==> src/rtl/wooden_bits_pkg.sv <==
// wooden_bits_pkg: shared sizes, BCD digit type and WS2812 cycle-count helpers.
package wooden_bits_pkg;
    localparam int NUM_PIXELS     = 16;
    localparam int BITS_PER_PIXEL = 24;

    typedef logic [3:0] digit_t;

    // Rounds to nearest (or up, for the reset gap) and never returns less than one cycle.
    function automatic int ns_to_cycles(input longint clk_hz, input longint ns, input bit round_up);
        longint c;
        c = (clk_hz * ns + (round_up ? 64'd999_999_999 : 64'd500_000_000)) / 64'd1_000_000_000;
        return (c < 1) ? 1 : int'(c);
    endfunction

    function automatic int t0h_cycles(input int clk_hz);
        return ns_to_cycles(clk_hz, 400, 1'b0);
    endfunction

    function automatic int t0l_cycles(input int clk_hz);
        return ns_to_cycles(clk_hz, 850, 1'b0);
    endfunction

    function automatic int t1h_cycles(input int clk_hz);
        return ns_to_cycles(clk_hz, 800, 1'b0);
    endfunction

    function automatic int t1l_cycles(input int clk_hz);
        return ns_to_cycles(clk_hz, 450, 1'b0);
    endfunction

    function automatic int treset_cycles(input int clk_hz);
        return ns_to_cycles(clk_hz, 60_000, 1'b1);
    endfunction
endpackage

==> src/rtl/wooden_bits_top_ws2812_driver.sv <==
// ws2812_driver: serialises 16 on/off pixels as 24-bit GRB words, MSB first, then a reset gap.
module ws2812_driver
    import wooden_bits_pkg::*;
#(
    parameter int          MAIN_CLK = 12_000_000,
    parameter logic [23:0] ON_GRB   = 24'h00_30_00
) (
    input  logic                  CLK,
    input  logic                  RST,
    input  logic                  start,
    input  logic [NUM_PIXELS-1:0] pixel_bits,
    output logic                  busy,
    output logic                  WS2812_DATA
);
    typedef enum logic [1:0] {IDLE, SEND_HIGH, SEND_LOW, LATCH} state_t;

    // Counters are loaded with length-1 and count down to zero.
    localparam logic [31:0] T0H  = 32'(t0h_cycles(MAIN_CLK) - 1);
    localparam logic [31:0] T0L  = 32'(t0l_cycles(MAIN_CLK) - 1);
    localparam logic [31:0] T1H  = 32'(t1h_cycles(MAIN_CLK) - 1);
    localparam logic [31:0] T1L  = 32'(t1l_cycles(MAIN_CLK) - 1);
    localparam logic [31:0] TRES = 32'(treset_cycles(MAIN_CLK) - 1);
    localparam logic [4:0]  LAST_SUB = 5'(BITS_PER_PIXEL - 1);
    localparam logic [3:0]  LAST_PIX = 4'(NUM_PIXELS - 1);

    state_t                state_q, state_d;
    logic [31:0]           cnt_q, cnt_d;
    logic [3:0]            pix_q, pix_d, npix;
    logic [4:0]            sub_q, sub_d, nsub;
    logic [NUM_PIXELS-1:0] bits_q, bits_d;
    logic                  data_q, data_d;
    logic                  cur_bit, nxt_bit, last_bit;

    always_comb begin
        last_bit = (pix_q == LAST_PIX) && (sub_q == LAST_SUB);
        nsub     = (sub_q == LAST_SUB) ? 5'd0 : sub_q + 5'd1;
        npix     = (sub_q == LAST_SUB) ? pix_q + 4'd1 : pix_q;
        cur_bit  = bits_q[pix_q] & ON_GRB[LAST_SUB - sub_q];
        nxt_bit  = bits_q[npix] & ON_GRB[LAST_SUB - nsub];
        state_d  = state_q;
        cnt_d    = cnt_q;
        pix_d    = pix_q;
        sub_d    = sub_q;
        bits_d   = bits_q;
        case (state_q)
            IDLE: if (start) begin
                bits_d  = pixel_bits;
                pix_d   = '0;
                sub_d   = '0;
                state_d = SEND_HIGH;
                cnt_d   = (pixel_bits[0] & ON_GRB[23]) ? T1H : T0H;
            end
            SEND_HIGH: if (cnt_q == 32'd0) begin
                state_d = SEND_LOW;
                cnt_d   = cur_bit ? T1L : T0L;
            end else cnt_d = cnt_q - 32'd1;
            SEND_LOW: if (cnt_q != 32'd0) cnt_d = cnt_q - 32'd1;
            else if (last_bit) begin
                state_d = LATCH;
                cnt_d   = TRES;
            end else begin
                pix_d   = npix;
                sub_d   = nsub;
                state_d = SEND_HIGH;
                cnt_d   = nxt_bit ? T1H : T0H;
            end
            LATCH: if (cnt_q == 32'd0) state_d = IDLE;
            else cnt_d = cnt_q - 32'd1;
            default: state_d = IDLE;
        endcase
        data_d = (state_d == SEND_HIGH);
    end

    always_ff @(posedge CLK or posedge RST) begin
        if (RST) begin
            state_q <= IDLE;
            cnt_q   <= '0;
            pix_q   <= '0;
            sub_q   <= '0;
            bits_q  <= '0;
            data_q  <= 1'b0;
        end else begin
            state_q <= state_d;
            cnt_q   <= cnt_d;
            pix_q   <= pix_d;
            sub_q   <= sub_d;
            bits_q  <= bits_d;
            data_q  <= data_d;
        end
    end

    assign busy        = (state_q != IDLE);
    assign WS2812_DATA = data_q;
endmodule

==> src/rtl/wooden_bits_top.sv <==
// wooden_bits_top: 24 h BCD clock from a 1 Hz tick with set button, status LEDs and a WS2812 display.
module wooden_bits_top
    import wooden_bits_pkg::*;
#(
    parameter int          MAIN_CLK = 12_000_000,
    parameter bit          EXT_TICK = 1'b0,
    parameter logic [23:0] ON_GRB   = 24'h00_30_00
) (
    input  logic       CLK,
    input  logic       RST,
    input  logic       CLK_1HZ,
    input  logic       BTN,
    output logic [4:0] LED,
    output logic       WS2812_DATA
);
    localparam int            PW   = (MAIN_CLK > 1) ? $clog2(MAIN_CLK) : 1;
    localparam logic [PW-1:0] PMAX = PW'(MAIN_CLK - 1);

    logic [PW-1:0] presc_q, presc_d;
    logic          hz_s1_q, hz_s2_q, hz_prev_q, btn_s1_q, btn_s2_q;
    digit_t        dh1, dh0, dm1, dm0, ds1, ds0;
    digit_t        dh1_d, dh0_d, dm1_d, dm0_d, ds1_d, ds0_d;
    logic [4:0]    led_q, led_d;
    logic          tick, set_mode, min_inc, hr_inc, busy;

    always_comb begin
        presc_d  = (presc_q == PMAX) ? '0 : presc_q + 1'b1;
        tick     = EXT_TICK ? (hz_s2_q & ~hz_prev_q) : (presc_q == PMAX);
        set_mode = ~btn_s2_q;
        {dh1_d, dh0_d, dm1_d, dm0_d, ds1_d, ds0_d} = {dh1, dh0, dm1, dm0, ds1, ds0};
        min_inc  = 1'b0;
        hr_inc   = 1'b0;
        // Set mode replaces the seconds step with a minute step and pins seconds at 00.
        if (tick) begin
            if (set_mode) begin
                ds1_d   = '0;
                ds0_d   = '0;
                min_inc = 1'b1;
            end else if (ds0 != 4'd9) ds0_d = ds0 + 4'd1;
            else begin
                ds0_d   = '0;
                ds1_d   = (ds1 == 4'd5) ? 4'd0 : ds1 + 4'd1;
                min_inc = (ds1 == 4'd5);
            end
        end
        if (min_inc) begin
            if (dm0 != 4'd9) dm0_d = dm0 + 4'd1;
            else begin
                dm0_d  = '0;
                dm1_d  = (dm1 == 4'd5) ? 4'd0 : dm1 + 4'd1;
                hr_inc = (dm1 == 4'd5);
            end
        end
        if (hr_inc) begin
            if (dh1 == 4'd2 && dh0 == 4'd3) begin
                dh1_d = '0;
                dh0_d = '0;
            end else if (dh0 == 4'd9) begin
                dh0_d = '0;
                dh1_d = dh1 + 4'd1;
            end else dh0_d = dh0 + 4'd1;
        end
        led_d = {ds0_d[0], dm0_d};
    end

    always_ff @(posedge CLK or posedge RST) begin
        if (RST) begin
            presc_q   <= '0;
            hz_s1_q   <= 1'b0;
            hz_s2_q   <= 1'b0;
            hz_prev_q <= 1'b0;
            btn_s1_q  <= 1'b1;
            btn_s2_q  <= 1'b1;
            {dh1, dh0, dm1, dm0, ds1, ds0} <= '0;
            led_q     <= '0;
        end else begin
            presc_q   <= presc_d;
            hz_s1_q   <= CLK_1HZ;
            hz_s2_q   <= hz_s1_q;
            hz_prev_q <= hz_s2_q;
            btn_s1_q  <= BTN;
            btn_s2_q  <= btn_s1_q;
            {dh1, dh0, dm1, dm0, ds1, ds0} <= {dh1_d, dh0_d, dm1_d, dm0_d, ds1_d, ds0_d};
            led_q     <= led_d;
        end
    end

    assign LED = led_q;

    ws2812_driver #(.MAIN_CLK(MAIN_CLK), .ON_GRB(ON_GRB)) u_drv (
        .CLK        (CLK),
        .RST        (RST),
        .start      (~busy),
        .pixel_bits ({dm0, dm1, dh0, dh1}),
        .busy       (busy),
        .WS2812_DATA(WS2812_DATA)
    );
endmodule

==> config.mk <==
export PLATFORM = sky130hd
export DESIGN_NAME = wooden_bits_top
export DESIGN_NICKNAME = d
export VERILOG_FILES = /design/src/rtl/wooden_bits_pkg.sv /design/src/rtl/wooden_bits_top_ws2812_driver.sv /design/src/rtl/wooden_bits_top.sv
export SDC_FILE = /design/constraint.sdc
export NUM_CORES = 1
export LEC_CHECK = 0
export BUFFER_PORTS_ARGS = -buffer_cell sky130_fd_sc_hd__buf_4
export CORE_ASPECT_RATIO = 1.4
export CORE_UTILIZATION = 65
export CTS_BUF_LIST = sky130_fd_sc_hd__clkbuf_4 sky130_fd_sc_hd__clkbuf_8
export CTS_CLUSTER_DIAMETER = 100
export DETAILED_ROUTE_END_ITERATION = 7
export PLACE_DENSITY = 0.91
export SYNTH_ARGS = -nofsm -noshare
export SYNTH_HDL_FRONTEND = slang
export SYNTH_SLANG_ARGS = --single-unit
==> constraint.sdc <==
create_clock -name CLK -period 4.8 [get_ports CLK]
set_clock_uncertainty 0.15 [all_clocks]
set_input_delay 0.72 -clock CLK [delete_from_list [all_inputs] [get_ports CLK]]
set_output_delay 0.72 -clock CLK [all_outputs]
set_load 0.05 [all_outputs]
---- Yosys cells after proc, flatten, opt, wreduce, memory -nomap -nowiden ----
Memory sizes are Yosys's and may differ from the RTL's.
Cells that the tools add are included.
cells by class
  add/sub/neg operators ................... 12
  $lt $le $gt $ge ......................... 4
  equal/unequal tests ..................... 19
  multiplexer cells ....................... 49
  bitwise operators ....................... 4
  reductions and logical operators ........ 14
operators by type and width
  operator                                             number
  two-way mux 32 bit                                   5
  one-hot mux 32 bit (4 select lines)                  1
  two-way mux 4 bit                                    18
  logical NOT 32 bit                                   1
  nonzero test 32 bit                                  1
  subtractor 32 x 1 -> 32 bit (second input constant)  1
  adder 4 x 1 -> 4 bit (second input constant)         7
  adder 24 x 1 -> 24 bit (second input constant)       1
  == test 24 bit (second input constant)               1
  two-way mux 24 bit                                   1
  two-way mux 5 bit                                    4
  < comparator 5 x 6 -> 1 bit (second input constant)  2
  < comparator 4 x 5 -> 1 bit (second input constant)  2
  two-way mux 1 bit                                    10
  two-way mux 2 bit                                    5
  inequality test 2 bit (second input constant)        5
  one-hot mux 5 bit (2 select lines)                   1
  AND reduction 2 bit                                  5
  subtractor 5 bit (first input constant)              2
  binary-select mux 1 bit (select 4 bit)               2
  == test 4 x 2 -> 1 bit (second input constant)       2
  == test 4 x 3 -> 1 bit (second input constant)       2
  == test 4 bit (second input constant)                2
  inequality test 4 bit (second input constant)        2
  12 further kinds                                     19
word-level totals
  bits in registers ....................... 115
  memory bits (read-only) ................. 64
  bits of input ports ..................... 4
  output and inout port bits .............. 6
  memories kept ........................... 2
memory list
  memory           depth  width  rd ports  clocked after Yosys merged registers in  wr ports  RTL line                             source
  (no name shown)  32     1      1         0                                        0         wooden_bits_top_ws2812_driver.sv:38  cur_bit = bits_q[pix_q] & ON_GRB[LAST_SUB - sub_q];
  (no name shown)  32     1      1         0                                        0         wooden_bits_top_ws2812_driver.sv:39  nxt_bit = bits_q[npix] & ON_GRB[LAST_SUB - nsub];

---- Logic depth before layout (Yosys ltp) ----
  word-level depth ........................ 10
  gate-level depth with buffers ........... 9
  gate-level depth less buffers ........... 8

---- Modules after synthesis ----
A second synthesis with hierarchy kept.
unflattened totals
  cell total of the unflattened synthesis .. 611
  area, all modules ....................... 6,097.1 um^2
by module, submodules not included
  module           instances  cells an instance  area an instance (um^2)  sequential area each (um^2)
  ws2812_driver    1          357                3,498.4                  1,501.4
  wooden_bits_top  1          254                2,598.7                  1,253.7

---- Worst setup path before layout ----
Ideal clock, no wire load.
  path kind ............................... reg2reg
  start point ............................. register u_drv.sub_q[0]
  end point ............................... register u_drv.cnt_q[2]
  library setup time ...................... 129 ps
  arrival ................................. 2,361 ps
  path slack .............................. 2,159 ps
  cell stages (with the launch flop) ...... 9
  clock period less this slack ............ 2,641 ps
  path through ............................ dfrtp_1 -> ha_1 -> clkbuf_1 -> and3_1 -> clkbuf_1 -> mux4_2 -> nor3_1 -> o311ai_1 -> o41a_1
on the way
  cells in the longest elaborated chain, start to end .. 10
  elaborated cells between the ends (all ways) .. 21
RTL lines
  item                                                          RTL line                                                                                                       source
  from (decl)                                                   wooden_bits_top_ws2812_driver.sv:29                                                                            logic [4:0] sub_q, sub_d, nsub;
  from (signal assigned)                                        wooden_bits_top_ws2812_driver.sv:86                                                                            sub_q <= sub_d;
  adder 5 x 1 -> 5 bit / == test 5 bit (equally long branches)  wooden_bits_top_ws2812_driver.sv:36, wooden_bits_top_ws2812_driver.sv:35, wooden_bits_top_ws2812_driver.sv:37
  two-way mux 5 bit                                             wooden_bits_top_ws2812_driver.sv:36                                                                            nsub = (sub_q == LAST_SUB) ? 5'd0 : sub_q + 5'd1;
  subtractor 5 bit                                              wooden_bits_top_ws2812_driver.sv:39
  memory read (32 x 1 bit)                                      -
  two-way mux 1 bit (implied by the code)                       wooden_bits_top_ws2812_driver.sv:39
  bitwise AND 1 bit                                             wooden_bits_top_ws2812_driver.sv:39
  two-way mux 4 bit                                             wooden_bits_top_ws2812_driver.sv:65                                                                            cnt_d = nxt_bit ? T1H : T0H;
  two-way mux 32 bit                                            wooden_bits_top_ws2812_driver.sv:58                                                                            else if (last_bit) begin
  two-way mux 32 bit                                            wooden_bits_top_ws2812_driver.sv:57                                                                            SEND_LOW: if (cnt_q != 32'd0) cnt_d = cnt_q - 32'd1;
  one-hot mux 32 bit (4 select lines) (*)                       wooden_bits_top_ws2812_driver.sv:45                                                                            case (state_q)
  to (signal assigned)                                          wooden_bits_top_ws2812_driver.sv:84                                                                            cnt_q <= cnt_d;
  to (decl)                                                     wooden_bits_top_ws2812_driver.sv:27                                                                            logic [31:0] cnt_q, cnt_d;
Mark *: on every way between the ends. The rest lies on a longest branch, timed or not. The select of a mux whose other input is x is not followed.
A chain may end at the register's enable or synchronous reset.

---- Final worst setup path ----
  start point ............................. register u_drv.cnt_q[8]
  end point ............................... register u_drv.cnt_q[27]
on the way
  cells in the longest elaborated chain, start to end .. 3
  elaborated cells between the ends (all ways) .. 9
RTL lines
  item                                                                               RTL line                                                                                                       source
  subtractor 32 x 1 -> 32 bit, or another cell as far along                          wooden_bits_top_ws2812_driver.sv:56, wooden_bits_top_ws2812_driver.sv:57, wooden_bits_top_ws2812_driver.sv:68
  two-way mux 32 bit, or another cell as far along                                   wooden_bits_top_ws2812_driver.sv:67                                                                            LATCH: if (cnt_q == 32'd0) state_d = IDLE;
  one-hot mux 32 bit (4 select lines) / AND reduction 2 bit (equally long branches)  -
Several ways; a longest one is shown, not always the timed one. The select of a mux whose other input is x is not followed.

==> run_summary.xml <==
<?xml version="1.0" encoding="UTF-8"?>
<metrics>
  <group name="synth">
    <metric name="synth_area_leaders" unit="">dfrtp_1 (45%), xnor2_1 (4.9%), nor2_1 (4.7%)</metric>
    <metric name="synth-async-reset-ratio" unit="%">100</metric>
    <metric name="postSynthNetCount" unit="">634</metric>
    <metric name="synth-main-ff-cell" unit="">dfrtp_1</metric>
    <metric name="ys_seq_area_share" unit="%">45.4</metric>
    <metric name="syn-instance-count" unit="">615</metric>
    <metric name="syn_area" unit="µm²">6060</metric>
    <metric name="synth_seq_cells" unit="">110</metric>
    <metric name="ys_types" unit="">69</metric>
    <metric name="yosysWarningCount" unit="">0</metric>
    <metric name="synth_edf_count" unit="">0</metric>
    <metric name="synth_top_cell_area_share" unit="%">44.6</metric>
    <metric name="post-synth-top-count-cell" unit="">dfrtp_1</metric>
    <metric name="library_cell_with_the_largest_summed_area_after_synthesis" unit="">dfrtp_1</metric>
    <metric name="synth.avg_cell_area" unit="µm²">9.86</metric>
    <metric name="netlist_top_cells_count" unit="">dfrtp_1 (108), nor2_1 (76), nand2_1 (43)</metric>
  </group>
  <group name="placed_design">
    <metric name="detailedPlacementHpwl" unit="µm">8600</metric>
    <metric name="placedCellCount" unit="">709</metric>
    <metric name="placed_area" unit="µm²">6190</metric>
    <metric name="io_buffer_count" unit="">8</metric>
    <metric name="place_congestion" unit="">0.885</metric>
    <metric name="pre_cts_slack" unit="ps">1600</metric>
  </group>
  <group name="worst_setup_path">
    <metric name="r2r_slack" unit="ps">1600</metric>
    <metric name="setup.worst_path.end_class" unit="">register</metric>
    <metric name="worst_ep_arrival_time" unit="ps">3310</metric>
    <metric name="worst_flop_to_flop_path_endpoint" unit="">u_drv.cnt_q[27]</metric>
    <metric name="required_time_at_the_worst_slack_endpoint" unit="ps">4910</metric>
    <metric name="critical_path_peak_fanout" unit="">16</metric>
    <metric name="worstRegToRegCells" unit="">6</metric>
    <metric name="reg2reg_from" unit="">u_drv.cnt_q[8]</metric>
    <metric name="start_to_end_type_of_the_worst_setup_path" unit="">reg -&gt; reg</metric>
    <metric name="critical_path.startpoint_type" unit="">register</metric>
  </group>
  <group name="global_route">
    <metric name="first_global_vias" unit="">4686</metric>
    <metric name="grt_start_max_net_pins" unit="">77</metric>
    <metric name="met2_usage" unit="%">49.9</metric>
    <metric name="grt.met3_usage" unit="%">4.52</metric>
    <metric name="initial_antenna_violation_count" unit="">0</metric>
    <metric name="grt_use_met1" unit="%">29.7</metric>
    <metric name="first_pass_grt_wire_length" unit="µm">20800</metric>
    <metric name="grt.total_usage" unit="%">26.5</metric>
    <metric name="grt-busiest-layer" unit="">met2</metric>
    <metric name="grt_remaining_overflow" unit="">0</metric>
  </group>
  <group name="floorplanning">
    <metric name="die_footprint" unit="µm²">9720</metric>
    <metric name="core_rows" unit="">41</metric>
    <metric name="design.core.area" unit="µm²">9030</metric>
    <metric name="die_w" unit="µm">83.6</metric>
    <metric name="initial_utilization" unit="%">67.2</metric>
    <metric name="die_height" unit="µm">116</metric>
    <metric name="num_io_pins" unit="">10</metric>
  </group>
  <group name="clocking">
    <metric name="cts_max_level" unit="">3</metric>
    <metric name="cts_num_sinks" unit="">110</metric>
    <metric name="clk_pin_slew" unit="ps">100</metric>
    <metric name="cts_hold_buffers" unit="">0</metric>
    <metric name="clock_latency" unit="ps">370</metric>
    <metric name="cts_tree" unit="">done</metric>
    <metric name="postCtsSetupBuffers" unit="">0</metric>
    <metric name="cts-buffers-inserted" unit="">9</metric>
    <metric name="cts_repair_resizes" unit="">0</metric>
    <metric name="clock-root-buffer" unit="">clkbuf_8</metric>
    <metric name="clock_tree.buffer_depth" unit="">2</metric>
  </group>
  <group name="routing">
    <metric name="vias" unit="">4610</metric>
    <metric name="detailedRoute.firstPassIterationCount" unit="">5</metric>
    <metric name="dr_wl_cell" unit="µm">16.7</metric>
    <metric name="drt_iter0_drc" unit="">380</metric>
    <metric name="number_of_remaining_drc_errors" unit="">0</metric>
    <metric name="drt-total-wl" unit="µm">12100</metric>
    <metric name="ant_nets" unit="">0</metric>
    <metric name="vias_per_cell" unit="">6.36</metric>
  </group>
  <group name="power">
    <metric name="power-per-cell-area" unit="nW/µm²">228</metric>
    <metric name="peakVddDrop" unit="V">0.000223</metric>
    <metric name="leakage" unit="nW">2.87</metric>
  </group>
  <group name="finish">
    <metric name="layout-drive-gt1-share" unit="%">11.7</metric>
    <metric name="stdcell_count" unit="">725</metric>
    <metric name="areaGrowthSynthToFinish" unit="%">4.85</metric>
    <metric name="finalNetCount" unit="">632</metric>
    <metric name="antenna_cells_inserted" unit="">0</metric>
    <metric name="nFillCells" unit="">666</metric>
    <metric name="fin_area" unit="µm²">6360</metric>
  </group>
  <group name="timing">
    <metric name="worst_hold_slack" unit="ps">217</metric>
    <metric name="max-slew-margin-rel" unit="%">30.6</metric>
    <metric name="worstMarginPinSlew" unit="ps">1030</metric>
    <metric name="period_needed" unit="ps">3200</metric>
    <metric name="final.setup.tns" unit="ps">0</metric>
    <metric name="final_setup_violating_endpoints" unit="">0</metric>
    <metric name="highest_clock_rate" unit="MHz">313</metric>
    <metric name="slew_viol_final" unit="">0</metric>
    <metric name="fin_crit_sh" unit="%">66.6</metric>
    <metric name="setup_slack" unit="ps">1600</metric>
    <metric name="finalHoldViolations" unit="">0</metric>
    <metric name="grt_setup_unrepaired" unit="">false</metric>
  </group>
  <group name="worst_hold_path">
    <metric name="timing.hold.worst.class" unit="">reg -&gt; reg</metric>
    <metric name="holdPathEnd" unit="">btn_s2_q</metric>
    <metric name="worst_hold_path_depth" unit="">0</metric>
    <metric name="worstHoldStart" unit="">btn_s1_q</metric>
  </group>
  <group name="run_status">
    <metric name="status" unit="">finished, final reports clean</metric>
  </group>
  <group name="job">
    <metric name="maxCapViolCount" unit="">0</metric>
  </group>
</metrics>
## cell usage in the layout (no fill, tap or decap), types with 18 or more instances in the layout
| cell type | instances |
|---|---|
| dfrtp_1 | 108 |
| nor2_1 | 76 |
| nand2_1 | 43 |
| xnor2_1 | 34 |
| nand3_1 | 31 |
| o21ai_0 | 24 |
| mux2_2 | 21 |
| inv_1 | 20 |
| mux2i_1 | 18 |
| xor2_1 | 18 |
## registers in the layout, indices dropped and copies added (netlist names)
register	flops
dm1	4
u_drv.state_q	2
ds1	4
presc_q	24
u_drv.sub_q	5
dh1	4
u_drv.cnt_q	32
LED	4
btn_s2_q	1
u_drv.WS2812_DATA	1
btn_s1_q	1
u_drv.pix_q	4
ds0	4
dh0	4
u_drv.bits_q	16
## kinds of logic (layout without fill, tap and decap cells)
group                    Yosys count  in the layout  synth area share, %
AND/OR/NAND/NOR                  258            258                 23.2
flip-flops                       110            110                 45.4
AO/OA/AOI/OAI                     92             92                 10.0
XOR/XNOR                          52             52                 7.51
buffers and inverters             46             49                 2.95
multiplexers                      42             42                 7.80
adder cells (fa/ha/maj)           15             15                 3.10
## final cells by class
type	instances	area (µm²)	area share, %
clock buffers	10	131	2.07
clock inverters	6	36.3	0.571
inverters	21	81.3	1.28
multi-input cells	459	3130	49.2
flip-flops and latches	110	2760	43.3
well taps	107	134	2.11
repair buffers	12	90.1	1.42
## worst max path at each step
stage	startpoint	to	cells after the start
2_1_floorplan	RST	LED[0]	1
3_3_place_gp	u_drv.cnt_q[8]	u_drv.cnt_q[27]	6
3_5_place_dp	u_drv.cnt_q[8]	u_drv.cnt_q[27]	6
4_1_cts	u_drv.cnt_q[8]	u_drv.cnt_q[27]	6
5_1_grt	u_drv.cnt_q[3]	u_drv.pix_q[2]	6
6_report	u_drv.cnt_q[8]	u_drv.cnt_q[27]	6
## power by group
part	internal (mW)	total (mW)	leakage, nW	switching, mW
combinational	0.00240	0.0221	1.29	0.0197
clock	0.193	0.500	0.0896	0.307
sequential	0.927	0.928	1.49	0.000523
## critical path, stage by stage (launching register included)
cell	delay, ps
dfrtp_1	440
or4_4	590
nor4_2	330
nand4_1	560
o21ai_1	600
buf_4	330
nor2_1	70
## metrics by stage
stage	total power, mW	utilization [%]
after floorplan	0.962	-
after global routing	1.50	70.4
after global placement	0.969	68.6
final	1.45	70.4
after CTS	1.46	70.4
after detailed placement	0.970	68.6
## per-layer routing
layer | vias to the layer above | share of wire, %
li1 | 2201 | -
met1 | 2282 | 40
met2 | 96 | 54
met3 | 31 | 3.2
met4 | 0 | 2.4
met5 | - | 0
(Power assumes the default switching activity.)
